--- src/rtl/fir_pkg.sv ---
// Shared constants, state encoding and sizing helper for the myfir coefficient controller.
package fir_pkg;

    localparam int NB     = 14;
    localparam int N_TAPS = 9;

    typedef logic [1:0] state_t;

    localparam logic [1:0] ST_IDLE      = 2'd0;
    localparam logic [1:0] ST_LOAD      = 2'd1;
    localparam logic [1:0] ST_SWAP_WAIT = 2'd2;
    localparam logic [1:0] ST_FLUSH     = 2'd3;

    function automatic int clog2(input int n);
        int r;
        r = 0;
        while ((1 << r) < n) r++;
        return r;
    endfunction

endpackage

--- src/rtl/fir_coef_ctrl_if.sv ---
// Bundle of the config stream, upstream sample stream, FIR-facing and sink-facing signals.
interface fir_coef_ctrl_if #(
    parameter int NB     = fir_pkg::NB,
    parameter int N_TAPS = fir_pkg::N_TAPS
) ();

    logic                   CFG_VALID;
    logic [NB-1:0]          CFG_DATA;
    logic                   CFG_LAST;
    logic                   CFG_READY;
    logic                   VIN_S;
    logic [NB-1:0]          DIN_S;
    logic                   READY_S;
    logic                   VIN;
    logic [NB-1:0]          DIN;
    logic [N_TAPS*NB-1:0]   B_FLAT;
    logic                   VOUT_F;
    logic [NB-1:0]          DOUT_F;
    logic                   VOUT;
    logic [NB-1:0]          DOUT;
    logic                   CFG_ERR;
    logic                   SWAP_DONE;

    modport master (
        output CFG_VALID, CFG_DATA, CFG_LAST, VIN_S, DIN_S, VOUT_F, DOUT_F,
        input  CFG_READY, READY_S, VIN, DIN, B_FLAT, VOUT, DOUT, CFG_ERR, SWAP_DONE
    );

    modport slave (
        input  CFG_VALID, CFG_DATA, CFG_LAST, VIN_S, DIN_S, VOUT_F, DOUT_F,
        output CFG_READY, READY_S, VIN, DIN, B_FLAT, VOUT, DOUT, CFG_ERR, SWAP_DONE
    );

endinterface

--- src/rtl/fir_coef_bank.sv ---
// Shadow and active coefficient registers; shadow is written word by word, active
// takes the whole shadow in one edge so the FIR never sees a partial set.
module fir_coef_bank #(
    parameter int N_TAPS = fir_pkg::N_TAPS,
    parameter int NB     = fir_pkg::NB,
    parameter int IDX_W  = 4
) (
    input  logic                   clk_i,
    input  logic                   rst_ni,
    input  logic                   wr_en_i,
    input  logic [IDX_W-1:0]       wr_idx_i,
    input  logic signed [NB-1:0]   wr_data_i,
    input  logic                   swap_i,
    output logic [N_TAPS*NB-1:0]   b_flat_o
);

    logic signed [NB-1:0] shadow_q [N_TAPS];
    logic signed [NB-1:0] active_q [N_TAPS];

    always_ff @(posedge clk_i) begin
        if (!rst_ni) begin
            for (int i = 0; i < N_TAPS; i++) begin
                shadow_q[i] <= '0;
                active_q[i] <= '0;
            end
        end else begin
            if (wr_en_i) begin
                shadow_q[wr_idx_i] <= wr_data_i;
            end
            if (swap_i) begin
                active_q <= shadow_q;
            end
        end
    end

    always_comb begin
        b_flat_o = '0;
        for (int i = 0; i < N_TAPS; i++) begin
            b_flat_o[i*NB +: NB] = active_q[i];
        end
    end

endmodule

--- src/rtl/fir_coef_ctrl.sv ---
// Run-time coefficient configurator for myfir: loads a shadow set from a serial stream,
// swaps it in on a sample-free edge and masks FIR outputs produced across the swap.
module fir_coef_ctrl #(
    parameter int N_TAPS   = fir_pkg::N_TAPS,
    parameter int NB       = fir_pkg::NB,
    parameter int FIR_LAT  = 2,
    parameter int MAX_WAIT = 16
) (
    input  logic             CLK,
    input  logic             RST_n,
    fir_coef_ctrl_if.slave   bus
);

    import fir_pkg::*;

    localparam int IDX_W  = (clog2(N_TAPS) < 1)     ? 1 : clog2(N_TAPS);
    localparam int WAIT_W = (clog2(MAX_WAIT+1) < 1) ? 1 : clog2(MAX_WAIT+1);
    localparam int MASK_W = (clog2(FIR_LAT+1) < 1)  ? 1 : clog2(FIR_LAT+1);

    state_t            state_q, state_d;
    logic [IDX_W-1:0]  idx_q, idx_d;
    logic [WAIT_W-1:0] wait_q, wait_d;
    logic [MASK_W-1:0] mask_q, mask_d;
    logic              err_q, err_d;
    logic              done_q, done_d;

    logic cfg_ready, force_swap, accept, do_swap, last_word;

    always_comb begin
        cfg_ready  = (state_q == ST_IDLE) || (state_q == ST_LOAD);
        force_swap = (state_q == ST_SWAP_WAIT) && (wait_q == WAIT_W'(MAX_WAIT));
        accept     = bus.CFG_VALID && cfg_ready;
        // A forced swap blocks the upstream, so the swap edge never carries a sample.
        do_swap    = (state_q == ST_SWAP_WAIT) && (!bus.VIN_S || force_swap);
        last_word  = (idx_q == IDX_W'(N_TAPS - 1));
    end

    always_comb begin
        state_d = state_q;
        idx_d   = idx_q;
        wait_d  = wait_q;
        mask_d  = mask_q;
        err_d   = err_q;
        done_d  = do_swap;

        case (state_q)
            ST_IDLE, ST_LOAD: begin
                // idx_q is always 0 in IDLE, so both states share the framing rules.
                if (accept) begin
                    err_d = 1'b0;
                    if (bus.CFG_LAST && last_word) begin
                        state_d = ST_SWAP_WAIT;
                        idx_d   = '0;
                        wait_d  = '0;
                    end else if (bus.CFG_LAST || last_word) begin
                        err_d   = 1'b1;
                        state_d = ST_IDLE;
                        idx_d   = '0;
                    end else begin
                        state_d = ST_LOAD;
                        idx_d   = idx_q + 1'b1;
                    end
                end
            end
            ST_SWAP_WAIT: begin
                if (do_swap) begin
                    mask_d  = MASK_W'(FIR_LAT);
                    state_d = (FIR_LAT == 0) ? ST_IDLE : ST_FLUSH;
                end else begin
                    wait_d = wait_q + 1'b1;
                end
            end
            default: begin
                if (bus.VOUT_F) begin
                    mask_d = mask_q - 1'b1;
                    if (mask_q == MASK_W'(1)) begin
                        state_d = ST_IDLE;
                    end
                end
            end
        endcase
    end

    always_ff @(posedge CLK) begin
        if (!RST_n) begin
            state_q <= ST_IDLE;
            idx_q   <= '0;
            wait_q  <= '0;
            mask_q  <= '0;
            err_q   <= 1'b0;
            done_q  <= 1'b0;
        end else begin
            state_q <= state_d;
            idx_q   <= idx_d;
            wait_q  <= wait_d;
            mask_q  <= mask_d;
            err_q   <= err_d;
            done_q  <= done_d;
        end
    end

    fir_coef_bank #(
        .N_TAPS (N_TAPS),
        .NB     (NB),
        .IDX_W  (IDX_W)
    ) u_bank (
        .clk_i     (CLK),
        .rst_ni    (RST_n),
        .wr_en_i   (accept),
        .wr_idx_i  (idx_q),
        .wr_data_i (bus.CFG_DATA),
        .swap_i    (do_swap),
        .b_flat_o  (bus.B_FLAT)
    );

    assign bus.CFG_READY = cfg_ready;
    assign bus.READY_S   = !force_swap;
    assign bus.VIN       = bus.VIN_S && !force_swap;
    assign bus.DIN       = bus.DIN_S;
    assign bus.VOUT      = bus.VOUT_F && (mask_q == '0);
    assign bus.DOUT      = bus.DOUT_F;
    assign bus.CFG_ERR   = err_q;
    assign bus.SWAP_DONE = done_q;

endmodule

--- src/flat_wrapper.sv ---
// flat-port wrapper written by rule: the top's interface ports become plain ports
module fir_coef_ctrl_flat import fir_pkg::*;
#(
    parameter int N_TAPS   = fir_pkg::N_TAPS,
    parameter int NB       = fir_pkg::NB,
    parameter int FIR_LAT  = 2,
    parameter int MAX_WAIT = 16
)
  (CLK, RST_n, bus_CFG_VALID, bus_CFG_DATA, bus_CFG_LAST, bus_VIN_S, bus_DIN_S, bus_VOUT_F, bus_DOUT_F, bus_CFG_READY, bus_READY_S, bus_VIN, bus_DIN, bus_B_FLAT, bus_VOUT, bus_DOUT, bus_CFG_ERR, bus_SWAP_DONE);
  fir_coef_ctrl_if #(.NB(NB), .N_TAPS(N_TAPS)) bus_i ();
  input  logic CLK;
  input  logic RST_n;
  input wire logic [$bits(bus_i.CFG_VALID)-1:0] bus_CFG_VALID;
  input wire logic [$bits(bus_i.CFG_DATA)-1:0] bus_CFG_DATA;
  input wire logic [$bits(bus_i.CFG_LAST)-1:0] bus_CFG_LAST;
  input wire logic [$bits(bus_i.VIN_S)-1:0] bus_VIN_S;
  input wire logic [$bits(bus_i.DIN_S)-1:0] bus_DIN_S;
  input wire logic [$bits(bus_i.VOUT_F)-1:0] bus_VOUT_F;
  input wire logic [$bits(bus_i.DOUT_F)-1:0] bus_DOUT_F;
  output wire logic [$bits(bus_i.CFG_READY)-1:0] bus_CFG_READY;
  output wire logic [$bits(bus_i.READY_S)-1:0] bus_READY_S;
  output wire logic [$bits(bus_i.VIN)-1:0] bus_VIN;
  output wire logic [$bits(bus_i.DIN)-1:0] bus_DIN;
  output wire logic [$bits(bus_i.B_FLAT)-1:0] bus_B_FLAT;
  output wire logic [$bits(bus_i.VOUT)-1:0] bus_VOUT;
  output wire logic [$bits(bus_i.DOUT)-1:0] bus_DOUT;
  output wire logic [$bits(bus_i.CFG_ERR)-1:0] bus_CFG_ERR;
  output wire logic [$bits(bus_i.SWAP_DONE)-1:0] bus_SWAP_DONE;
  assign bus_i.CFG_VALID = bus_CFG_VALID;
  assign bus_i.CFG_DATA = bus_CFG_DATA;
  assign bus_i.CFG_LAST = bus_CFG_LAST;
  assign bus_i.VIN_S = bus_VIN_S;
  assign bus_i.DIN_S = bus_DIN_S;
  assign bus_i.VOUT_F = bus_VOUT_F;
  assign bus_i.DOUT_F = bus_DOUT_F;
  assign bus_CFG_READY = bus_i.CFG_READY;
  assign bus_READY_S = bus_i.READY_S;
  assign bus_VIN = bus_i.VIN;
  assign bus_DIN = bus_i.DIN;
  assign bus_B_FLAT = bus_i.B_FLAT;
  assign bus_VOUT = bus_i.VOUT;
  assign bus_DOUT = bus_i.DOUT;
  assign bus_CFG_ERR = bus_i.CFG_ERR;
  assign bus_SWAP_DONE = bus_i.SWAP_DONE;
  fir_coef_ctrl #(.N_TAPS(N_TAPS), .NB(NB), .FIR_LAT(FIR_LAT), .MAX_WAIT(MAX_WAIT)) u_core (.CLK(CLK), .RST_n(RST_n), .bus(bus_i));
endmodule
--- config.mk ---
export PLATFORM = sky130hd
export DESIGN_NAME = fir_coef_ctrl_flat
export DESIGN_NICKNAME = d
export VERILOG_FILES = /design/src/rtl/fir_pkg.sv /design/src/rtl/fir_coef_ctrl_if.sv /design/src/rtl/fir_coef_bank.sv /design/src/rtl/fir_coef_ctrl.sv /design/src/flat_wrapper.sv
export SDC_FILE = /design/constraint.sdc
export NUM_CORES = 1
export LEC_CHECK = 0
export BUFFER_PORTS_ARGS = -buffer_cell sky130_fd_sc_hd__buf_2
export CORE_MARGIN = 2
export CORE_UTILIZATION = 45
export CTS_BUF_LIST = sky130_fd_sc_hd__clkbuf_4
export CTS_CLUSTER_DIAMETER = 60
export DETAILED_ROUTE_END_ITERATION = 6
export PLACE_DENSITY = 0.68
export SLEW_MARGIN = 20
export SYNTH_ARGS = -nofsm -noshare
export SYNTH_HDL_FRONTEND = slang
export SYNTH_HIERARCHICAL = 1
export SYNTH_SLANG_ARGS = --single-unit
--- constraint.sdc ---
create_clock -name CLK -period 5.2 [get_ports CLK]
set_clock_uncertainty 0.05 [all_clocks]
set_input_delay 0.52 -clock CLK [delete_from_list [all_inputs] [get_ports CLK]]
set_output_delay 0.52 -clock CLK [all_outputs]
set_load 0.01 [all_outputs]
==> parameters.txt, run 1 <==
Parameter                              Value

Setup path
  Crit path launch type ... register
  Setup Crit Path Kind ... reg2reg
  Cell breakdown of the critical path ... inv_1, ha_1, nor4bb_1, buf_4, o21a_4, buf_4, mux2i_1, nor2b_1
  Critical path data arrival time ... ~3.4 ns
  Required time of the critical path ... ~5.7 ns
  Maximum net fanout on the critical path ... 33
  Most Frequent Cell on Critical Path ... buf_4
  Kind of capture point of the worst setup path ... register
  Cell with the largest stage delay on the worst path ... buf_4
  Worst reg-to-reg path cell count ... 8
  Reg-to-reg critical path endpoint ... u_core/u_bank/b_flat_o[8]$_SDFFE_PN0P_
  Worst R2R Setup Slack ... roughly 2.2 ns
  Biggest cell delay along the critical path ... slightly below 0.6 ns
  Reg-to-reg startpoint ... u_core/wait_q[0]$_SDFFE_PN0P_

Timing
  Portion of the clock cycle consumed by the worst path in the final layout ... 0.568
  Hold Vio Cnt, Final ... 0
  Period minus WS final ... about 3.0 ns
  Normalized max-slew margin ... 0.302
  Unrepaired setup endpoints after global routing ... no
  Setup slack after layout ... approximately 2.2 ns
  Setup Viol. Count Final ... 0
  Highest Clock Rate ... 338 MHz
  Aggregate negative setup slack ... 0 ns
  Max-slew violation count ... 0
  Slew at the pin closest to its max-slew limit ... between 1 and 1.5 ns

Clock network
  Clock tree from TritonCTS ... yes
  Number of buffers added to fix hold violations after cts ... 0
  Buffers inserted during post-CTS setup optimization ... 0
  Cell at the root of the clock tree ... clkbuf_4
  Bufs on Longest Clock Path ... 3
  Clock sink count ... about 270
  Number of buffers created by CTS ... slightly above 70
  Clock transition at the register clock pins on the worst setup and hold paths after CTS ... approximately 0.06 ns
  CTS H-tree depth ... 3
  Clock network latency to the later pin of the worst-skew pair ... 0.65 ns
  Cts repair resizes ... 0

Final layout
  Share of final-layout standard cells stronger than drive strength 1 ... 0.244
  Most common cell after layout, fill and taps aside ... dfxtp_1
  Most frequent cells in the layout ... 267 x dfxtp_1, 254 x mux2i_1, 150 x buf_2, 150 x nand2_1, 127 x nor2b_1
  Non-filler cells, final ... between 1000 and 1500
  P&R area growth vs syn ... 15.5%
  # nets final ... between 1000 and 1500

Power and ir drop
  Power density over the cells ... between 300 and 400 nW/um^2
  Switch share ... 0.223
  Net Switching ... slightly above 0.0009 W
  Combinational group share of total power ... 0.030
  Sequential share of power ... 0.504
  P_int ... between 0.003 and 0.004 W
  Clock network fraction of total power ... 0.467
  IR Drop Worst-Case VDD ... ~0.00015 V
  Static leakage ... between 4 and 5 nW

Yosys
  Average cell area after synthesis ... between 10 and 15 sq um
  Total standard cell area after synthesis ... a little over 10000 sq um
  Count of state elements after synthesis ... 267
  Yosys warning count ... 6
  Nets in the synthesized netlist ... 1032
  Post-synthesis instance total ... 975
  Number of distinct standard cells referenced by the synthesized netlist ... 44
  Sequential element share of the synthesized area ... 0.514

Routing
  Total detailed-routing wirelength ... roughly 24000 um
  Post-DR wirelength/cell ... 16.4 um
  Number of vias after detailed routing ... 7038
  Router iterations before antenna repair ... 4
  Antenna-violating nets left ... 0
  Vias per inst ... approximately 5
  Number of design rule violations left after detail routing ... 0
  First-iteration detailed-routing DRC count ... 368

Flow run
  Count of max-cap constraint violations ... 0

Min path
  Hold Path Stages ... 3
  Hold WC Path Type ... in2reg
  Start point of the worst min-delay path ... bus_CFG_VALID
  Worst min-delay path endpoint ... u_core/state_q[0]$_SDFFE_PN0P_

GRT
  GRT Overall Usage ... 0.194
  Number of antenna violations at the first check in global routing ... 1
  Total congestion overflow ... 0
  Pin count of the biggest net entering global routing ... 120
  First-pass GRT wire length ... around 37000 um
  Number of global-route vias before repair ... approximately 6800

Floorplan
  Die height ... 156 um
  Area inside the core boundary ... 22600 sq um
  Die Footprint ... ~24000 sq um
  Overall die width ... 156 um
  Total number of placement rows ... between 50 and 60
  Starting density of the core ... 0.459
  I/O pin cnt ... between 200 and 250

Outcome
  Status ... finished, final reports clean

Placed design
  Routability Congestion ... roughly 0.75
  Detail Placement HPWL ... approximately 14000 um
  Pre-CTS setup slack ... about 2.3 ns
  IO Port Bufs ... 151
  Inst Count DP ... about 1300
[registers in the layout, indices dropped and copies added (netlist names)]
signal / flops
u_core/wait_q: 5
u_core/bus.SWAP_DONE: 1
u_core/u_bank/shadow_q: 126
u_core/idx_q: 4
u_core/bus.CFG_ERR: 1
u_core/u_bank/b_flat_o: 126
u_core/state_q: 2
u_core/mask_q: 2
[cells in the mapped netlist]
library cell / instances / share of area
o31a_1: 1 / 0.00084
o31ai_1: 1 / 0.00072
buf_2: 19 / 0.0091
or2_1: 1 / 0.00060
nand3_1: 7 / 0.0034
nor2_2: 1 / 0.00060
inv_1: 14 / 0.0051
nor3b_4: 1 / 0.0018
or4_1: 2 / 0.0014
nor2b_1: 127 / 0.076
nand2_1: 150 / 0.054
nor4bb_1: 1 / 0.00096
nor3b_2: 2 / 0.0024
nand4_1: 2 / 0.0012
and2_1: 2 / 0.0012
mux2i_1: 254 / 0.24
nand3b_2: 3 / 0.0032
and4bb_1: 1 / 0.0012
buf_6: 6 / 0.0065
o21a_1: 1 / 0.00072
a31oi_1: 3 / 0.0018
nand4b_2: 1 / 0.0014
nor4_1: 1 / 0.00060
a21oi_1: 7 / 0.0034
nand3b_1: 2 / 0.0014
buf_1: 5 / 0.0018
o22ai_1: 1 / 0.00060
dfxtp_1: 267 / 0.51
o21ai_1: 2 / 0.00096
o21ai_0: 2 / 0.00096
buf_4: 32 / 0.023
ha_1: 9 / 0.011
or3_1: 3 / 0.0018
nor3_1: 1 / 0.00048
nor3b_1: 1 / 0.00072
or3b_1: 1 / 0.00084
clkbuf_1: 27 / 0.0097
and3_1: 2 / 0.0012
nand2_2: 1 / 0.00060
nand2b_1: 2 / 0.0012
nor2_1: 4 / 0.0014
a22oi_1: 2 / 0.0014
o211ai_1: 2 / 0.0014
nand3b_4: 1 / 0.0019
[worst max-delay path: cells and delay by family (launching register included)]
family          cells  cell delay, ns
buf+inv             3            0.91
compound gates      1            0.52
mux                 1            0.25
fa+ha+maj           1            0.13
simple gates        2            0.59
flops               1            0.34
[kinds of logic after synthesis]
logic type	after synthesis	share of synthesized area
AND/OR/NAND/NOR	320	0.162
flip-flops	267	0.514
multiplexers	254	0.245
buffers and inverters	103	0.0554
AO/OA/AOI/OAI	22	0.0129
adder cells (fa/ha/maj)	9	0.0108
[worst max path at each step]
stage / startpoint / to / slack (ns) / cells after the start
finish: u_core/wait_q[0]$_SDFFE_PN0P_ / u_core/u_bank/b_flat_o[8]$_SDFFE_PN0P_ / 2.24 / 8
global route: u_core/wait_q[0]$_SDFFE_PN0P_ / u_core/u_bank/b_flat_o[34]$_SDFFE_PN0P_ / 2.02 / 8
CTS: u_core/wait_q[0]$_SDFFE_PN0P_ / u_core/u_bank/b_flat_o[8]$_SDFFE_PN0P_ / 2.23 / 8
detailed placement: u_core/wait_q[0]$_SDFFE_PN0P_ / u_core/u_bank/b_flat_o[4]$_SDFFE_PN0P_ / 2.27 / 8
global placement: u_core/wait_q[0]$_SDFFE_PN0P_ / u_core/u_bank/b_flat_o[5]$_SDFFE_PN0P_ / 2.43 / 8
floorplan: u_core/wait_q[0]$_SDFFE_PN0P_ / u_core/u_bank/b_flat_o[0]$_SDFFE_PN0P_ / 2.99 / 10
[final cells by class]
cell class                      count  area, sq um
Clock buffer                      109          818
Timing Repair Buffer              158          831
Inverter                           14         52.6
Fill cell                        2064        10600
Antenna cell                        1         2.50
Clock inverter                      8          113
Sequential cell                   267         5350
Tap cell                          285          357
Multi-Input combinational cell    605         4490
[power by group through the flow]
stage | logic [W] | clock network [W] | registers [W]
2_1_floorplan | 0.000103 | 0 | 0.00211
3_3_place_gp | 0.000123 | 0 | 0.00211
3_5_place_dp | 0.000123 | 0 | 0.00211
4_1_cts | 0.000124 | 0.00198 | 0.00207
5_1_grt | 0.000133 | 0.00208 | 0.00207
6_report | 0.000122 | 0.00192 | 0.00207
[through the flow]
step           cell area, sq um  hold WS (ns)  power, W  utilization
2_1_floorplan             10400         0.384   0.00221            -
3_3_place_gp              11100         0.393   0.00224        0.489
3_5_place_dp              11100         0.398   0.00224        0.489
4_1_cts                   12000         0.151   0.00417        0.530
5_1_grt                   12000         0.183   0.00428        0.530
6_report                  12000         0.210   0.00411        0.530
[metal layers]
metal,part of all wire,GRT usage,vias up
li1,-,-,3530
met1,0.48,0.260,3286
met2,0.43,0.294,182
met3,0.075,0.0667,40
met4,0.016,0.0594,0
met5,0,0,-
Power figures use the tool's default switching activity.
==> run 2, diff against run 1 <==
--- a/config.mk
+++ b/config.mk
@@ -5,6 +5,7 @@
 export SDC_FILE = /design/constraint.sdc
 export NUM_CORES = 1
 export LEC_CHECK = 0
+export ABC_AREA = 1
 export BUFFER_PORTS_ARGS = -buffer_cell sky130_fd_sc_hd__buf_2
 export CORE_MARGIN = 2
 export CORE_UTILIZATION = 45
==> constraint.sdc (replaced) <==
create_clock -name CLK -period 3.1 [get_ports CLK]
set_clock_uncertainty 0.05 [all_clocks]
set_input_delay 0.31 -clock CLK [delete_from_list [all_inputs] [get_ports CLK]]
set_output_delay 0.31 -clock CLK [all_outputs]
set_load 0.01 [all_outputs]
==> run 2 against run 1 <==
Area after synthesis rose by 0.95%. Global-route usage rose by 1.9 points. Critical endpoint is now u_core/u_bank/shadow_q[3]$_SDFFE_PN0P_. Maximum frequency rose by 25%. Sequential power rose by 76%. Non-clock buffer count rose by 17. Hold slack got worse by 0.080 ns. Total power rose by 82%. Via count rose by 31%. Clock power rose by 64%. Critical path type unchanged. Cell area rose by 1.5%. Flip-flop and latch count did not move.
==> parameters.txt, run 2 <==
Parameter                              Value

Outcome
  Status ... finished, final reports clean

Floorplan
  Overall die width ... 157 um (+0.46%)
  Area inside the core boundary ... 22800 sq um (+0.61%)
  Starting density of the core ... 0.461 (+0.00156)
  I/O pin cnt ... 208 (unchanged)
  Total number of placement rows ... 55 (unchanged)
  Die Footprint ... 24600 sq um (+0.92%)
  Die height ... 157 um (+0.46%)

Yosys
  Adder-cell share of the synthesized area ... 0.0107 (-0.000102)
  Yosys warning count ... 6 (unchanged)
  Largest family of logic cells by synthesized area ... simple AND/OR/NAND/NOR gates
  Count of state elements after synthesis ... 267 (unchanged)
  Sequential element share of the synthesized area ... 0.509 (-0.00484)
  Cell taking the most area after synthesis ... dfxtp_1
  Post-synthesis instance total ... 1417 (+45%)
  Total standard cell area after synthesis ... 10500 sq um (+0.95%)
  Number of distinct standard cells referenced by the synthesized netlist ... 34 (-23%)
  Synth Area in XOR/XNOR ... 0.000834 (+0.000834)
  Multiplexer share of the synthesized area ... 0 (-0.245)
  Synth async-reset ratio ... 0 (unchanged)
  Share of the synthesized area in compound gates (AO/OA/AOI/OAI) ... 0.0807 (+0.0678)
  Number of enable-type register cells in the synthesized netlist ... 0 (unchanged)
  Nets in the synthesized netlist ... 1474 (+43%)
  Area share of and/or/nand/nor cells after synthesis ... 0.311 (+0.148)
  Library cell with the highest instance count after synthesis ... nor2_1
  Fraction of synthesized cell area taken by the top area cell type ... 0.509 (-0.00484)
  Most used flip-flop cell after synthesis ... dfxtp_1
  Top cells by area in the synthesized netlist ... dfxtp_1 51%, nor2_1 17%, nand2_1 8.5%, o21ai_0 6.2%, nand4_1 2.7%
  Most frequent cells after synthesis ... 466 x nor2_1, 267 x dfxtp_1, 237 x nand2_1
  Average cell area after synthesis ... 7.41 sq um (-31%)

GRT
  Total congestion overflow ... 0 (unchanged)
  Pin count of the biggest net entering global routing ... 118 (-1.7%)
  Number of global-route vias before repair ... 8435 (+24%)
  GRT Overall Usage ... 0.213 (+0.0191)
  First-pass GRT wire length ... 41900 um (+14%)
  Number of antenna violations at the first check in global routing ... 1 (unchanged)

Timing
  Period minus WS final ... 2.37 ns (-0.588 ns)
  Unrepaired setup endpoints after global routing ... no
  Slew at the pin closest to its max-slew limit ... 0.969 ns (-0.0770 ns)
  Aggregate negative setup slack ... 0 ns (unchanged)
  Hold Vio Cnt, Final ... 0 (unchanged)
  Setup Viol. Count Final ... 0 (unchanged)
  Highest Clock Rate ... 423 MHz (+25%)
  Normalized max-slew margin ... 0.352 (+0.0497)
  Portion of the clock cycle consumed by the worst path in the final layout ... 0.763 (+0.195)
  Max-slew violation count ... 0 (unchanged)

Power and ir drop
  Total chip power ... 0.00748 W (+82%)
  P_int ... 0.00557 W (+75%)
  IR Drop Worst-Case VDD ... 0.000283 V (+84%)
  Combinational group share of total power ... 0.092 (+0.062)
  Switch share ... 0.256 (+0.0331)
  Power density over the cells ... 614 nW/um^2 (+80%)
  Sequential share of power ... 0.487 (-0.017)
  Net Switching ... 0.00191 W (+110%)
  Static leakage ... 6.02 nW (+21%)
  Clock network fraction of total power ... 0.421 (-0.046)

Min path
  Hold Path Stages ... 5 (+2)
  Start point of the worst min-delay path ... bus_CFG_LAST
  Worst min-delay path endpoint ... u_core/bus.CFG_ERR$_SDFFE_PN0P_
  Hold WC Path Type ... in2reg

Routing
  Router iterations before antenna repair ... 5 (+1)
  Antenna-violating nets left ... 0 (unchanged)
  Total detailed-routing wirelength ... 26200 um (+11%)
  Number of design rule violations left after detail routing ... 0 (unchanged)
  First-iteration detailed-routing DRC count ... 712 (+93%)
  Met2 routed WL ... 11500 um (+12%)
  Metal1 wirelength ... 12100 um (+7.2%)
  Highest routing layer actually used ... met4
  Vias per inst ... 4.83 (-0.61%)
  Post-DR wirelength/cell ... 13.7 um (-16%)
  Met3 routed WL ... 1920 um (+8.0%)
  Number of vias after detailed routing ... 9233 (+31%)

Setup path
  Top Family by Delay on Critical Path ... simple AND/OR/NAND/NOR gates
  Maximum net fanout on the critical path ... 37 (+12%)
  Reg-to-reg critical path endpoint ... u_core/u_bank/shadow_q[3]$_SDFFE_PN0P_
  Buf/Inv on CP ... 4 (+1)
  Reg-to-reg startpoint ... u_core/state_q[1]$_SDFFE_PN0P_
  Setup Crit Path Kind ... reg2reg
  Worst R2R Setup Slack ... 0.73 ns (-1.51 ns)
  Worst reg-to-reg path cell count ... 9 (+1)
  Cell with the largest stage delay on the worst path ... inv_2
  Required time of the critical path ... 3.62 ns (-2.06 ns)
  Cell breakdown of the critical path ... inv_2, nand2_4, inv_2, inv_2, nor2_2, inv_2, nor2_4, nor2_1, nor2_1
  Biggest cell delay along the critical path ... 0.52 ns (-0.07 ns)
  Critical path data arrival time ... 2.89 ns (-0.55 ns)
  Crit path launch type ... register
  Kind of capture point of the worst setup path ... register
  Most Frequent Cell on Critical Path ... inv_2

Placed design
  Routability Congestion ... 0.807 (+7.9%)
  Detail Placement HPWL ... 15900 um (+13%)
  IO Port Bufs ... 151 (unchanged)
  Post-place instance area ... 11100 sq um (+0.34%)

Clock network
  Clock network latency to the later pin of the worst-skew pair ... 0.66 ns (about the same)
  Cell at the root of the clock tree ... clkbuf_4
  Bufs on Longest Clock Path ... 3 (unchanged)
  Clock sink count ... 267 (unchanged)
  CTS H-tree depth ... 3 (unchanged)
  Number of buffers created by CTS ... 71 (-1.4%)
  Cts repair resizes ... 0 (unchanged)
  Clock tree from TritonCTS ... yes
  Clock transition at the register clock pins on the worst setup and hold paths after CTS ... 0.06 ns (about the same)

Final layout
  P&R area growth vs syn ... 16.2%
  Most common cell after layout, fill and taps aside ... nor2_1
  # nets final ... 1610 (+37%)
  Share of final-layout standard cells stronger than drive strength 1 ... 0.188 (-0.0557)
  Design area ... 12200 sq um (+1.5%)
  Most frequent cells in the layout ... 466 x nor2_1, 267 x dfxtp_1, 237 x nand2_1

Flow run
  Count of max-cap constraint violations ... 0 (unchanged)
## run 2: changes by cell type in the layout (fill, tap and decap cells not counted), sizes merged, moves of 3 or more
cell and delta:
clkbuf -5, o21ai +128, nand3 +11, or3 -3, a21oi +26, inv +60
nor2 +473, nand4 +43, nor2b -127, nand3b -5, nand2 +90, dlygate4sd3 +18
mux2i -254
## run 2: through the flow
| stage | utilization | hold slack [ns] | std cells | worst slack, ns |
|---|---|---|---|---|
| 5_1_grt | 0.535 | 0.144 | 1910 | 0.485 |
| 6_report | 0.535 | 0.130 | 1910 | 0.733 |
| 3_5_place_dp | 0.487 | 0.401 | 1775 | 0.783 |
| 3_3_place_gp | 0.487 | 0.397 | 1775 | 0.875 |
| 4_1_cts | 0.535 | 0.0954 | 1908 | 0.762 |
| 2_1_floorplan | - | 0.383 | 1417 | 1.24 |
## run 2: power groups by stage
stage / Combinational, W / Sequential, W / Clock, W
finish: 0.000686 / 0.00364 / 0.00315
global route: 0.000776 / 0.00366 / 0.00343
CTS: 0.000689 / 0.00364 / 0.00325
detailed placement: 0.000668 / 0.00372 / 0
global placement: 0.000658 / 0.00372 / 0
floorplan: 0.000424 / 0.00375 / 0
## run 2: how the worst max path moves through the flow
stage                                         from                                 endpoint  slack, ns  cells after the start
floorplan            u_core/wait_q[0]$_SDFFE_PN0P_  u_core/u_bank/b_flat_o[26]$_SDFFE_PN0P_       1.24                     14
global placement    u_core/state_q[1]$_SDFFE_PN0P_   u_core/u_bank/shadow_q[1]$_SDFFE_PN0P_       0.88                      9
detailed placement  u_core/state_q[1]$_SDFFE_PN0P_  u_core/u_bank/shadow_q[35]$_SDFFE_PN0P_       0.78                      8
CTS                 u_core/state_q[1]$_SDFFE_PN0P_   u_core/u_bank/shadow_q[3]$_SDFFE_PN0P_       0.76                      9
global route        u_core/state_q[1]$_SDFFE_PN0P_  u_core/u_bank/shadow_q[11]$_SDFFE_PN0P_       0.49                      9
finish              u_core/state_q[1]$_SDFFE_PN0P_   u_core/u_bank/shadow_q[3]$_SDFFE_PN0P_       0.73                      9
## run 2: metal layers
layer	GRT usage	vias to the layer above
li1	-	4721
met1	0.283	4193
met2	0.326	271
met3	0.0557	48
met4	0.0909	0
met5	0	-
## run 2: kinds of logic after synthesis
kind of cell / after synthesis
XOR/XNOR: 1
adder cells (fa/ha/maj): 9
AND/OR/NAND/NOR: 787
buffers and inverters: 185
flip-flops: 267
AO/OA/AOI/OAI: 168
## run 2: area by class of cell
cell class	instances	area (sq um)
Fill cell	2288	10600
Sequential cell	267	5350
Multi-Input combinational cell	965	4230
Timing Repair Buffer	175	1040
Clock buffer	104	781
Tap cell	313	392
Inverter	73	279
Clock inverter	11	125
Antenna cell	2	5.00
## run 2: repair_timing
action                                 CTS  global route
endpoints found under the hold margin   72             0
setup buffers                            0             0
hold buffers                            18             0
## run 2: worst reg2reg max path: stages (launching register included)
cell,delay (ns)
dfxtp_1,0.37
inv_2,0.15
nand2_4,0.10
inv_2,0.52
inv_2,0.06
nor2_2,0.45
inv_2,0.10
nor2_4,0.29
nor2_1,0.08
nor2_1,0.11
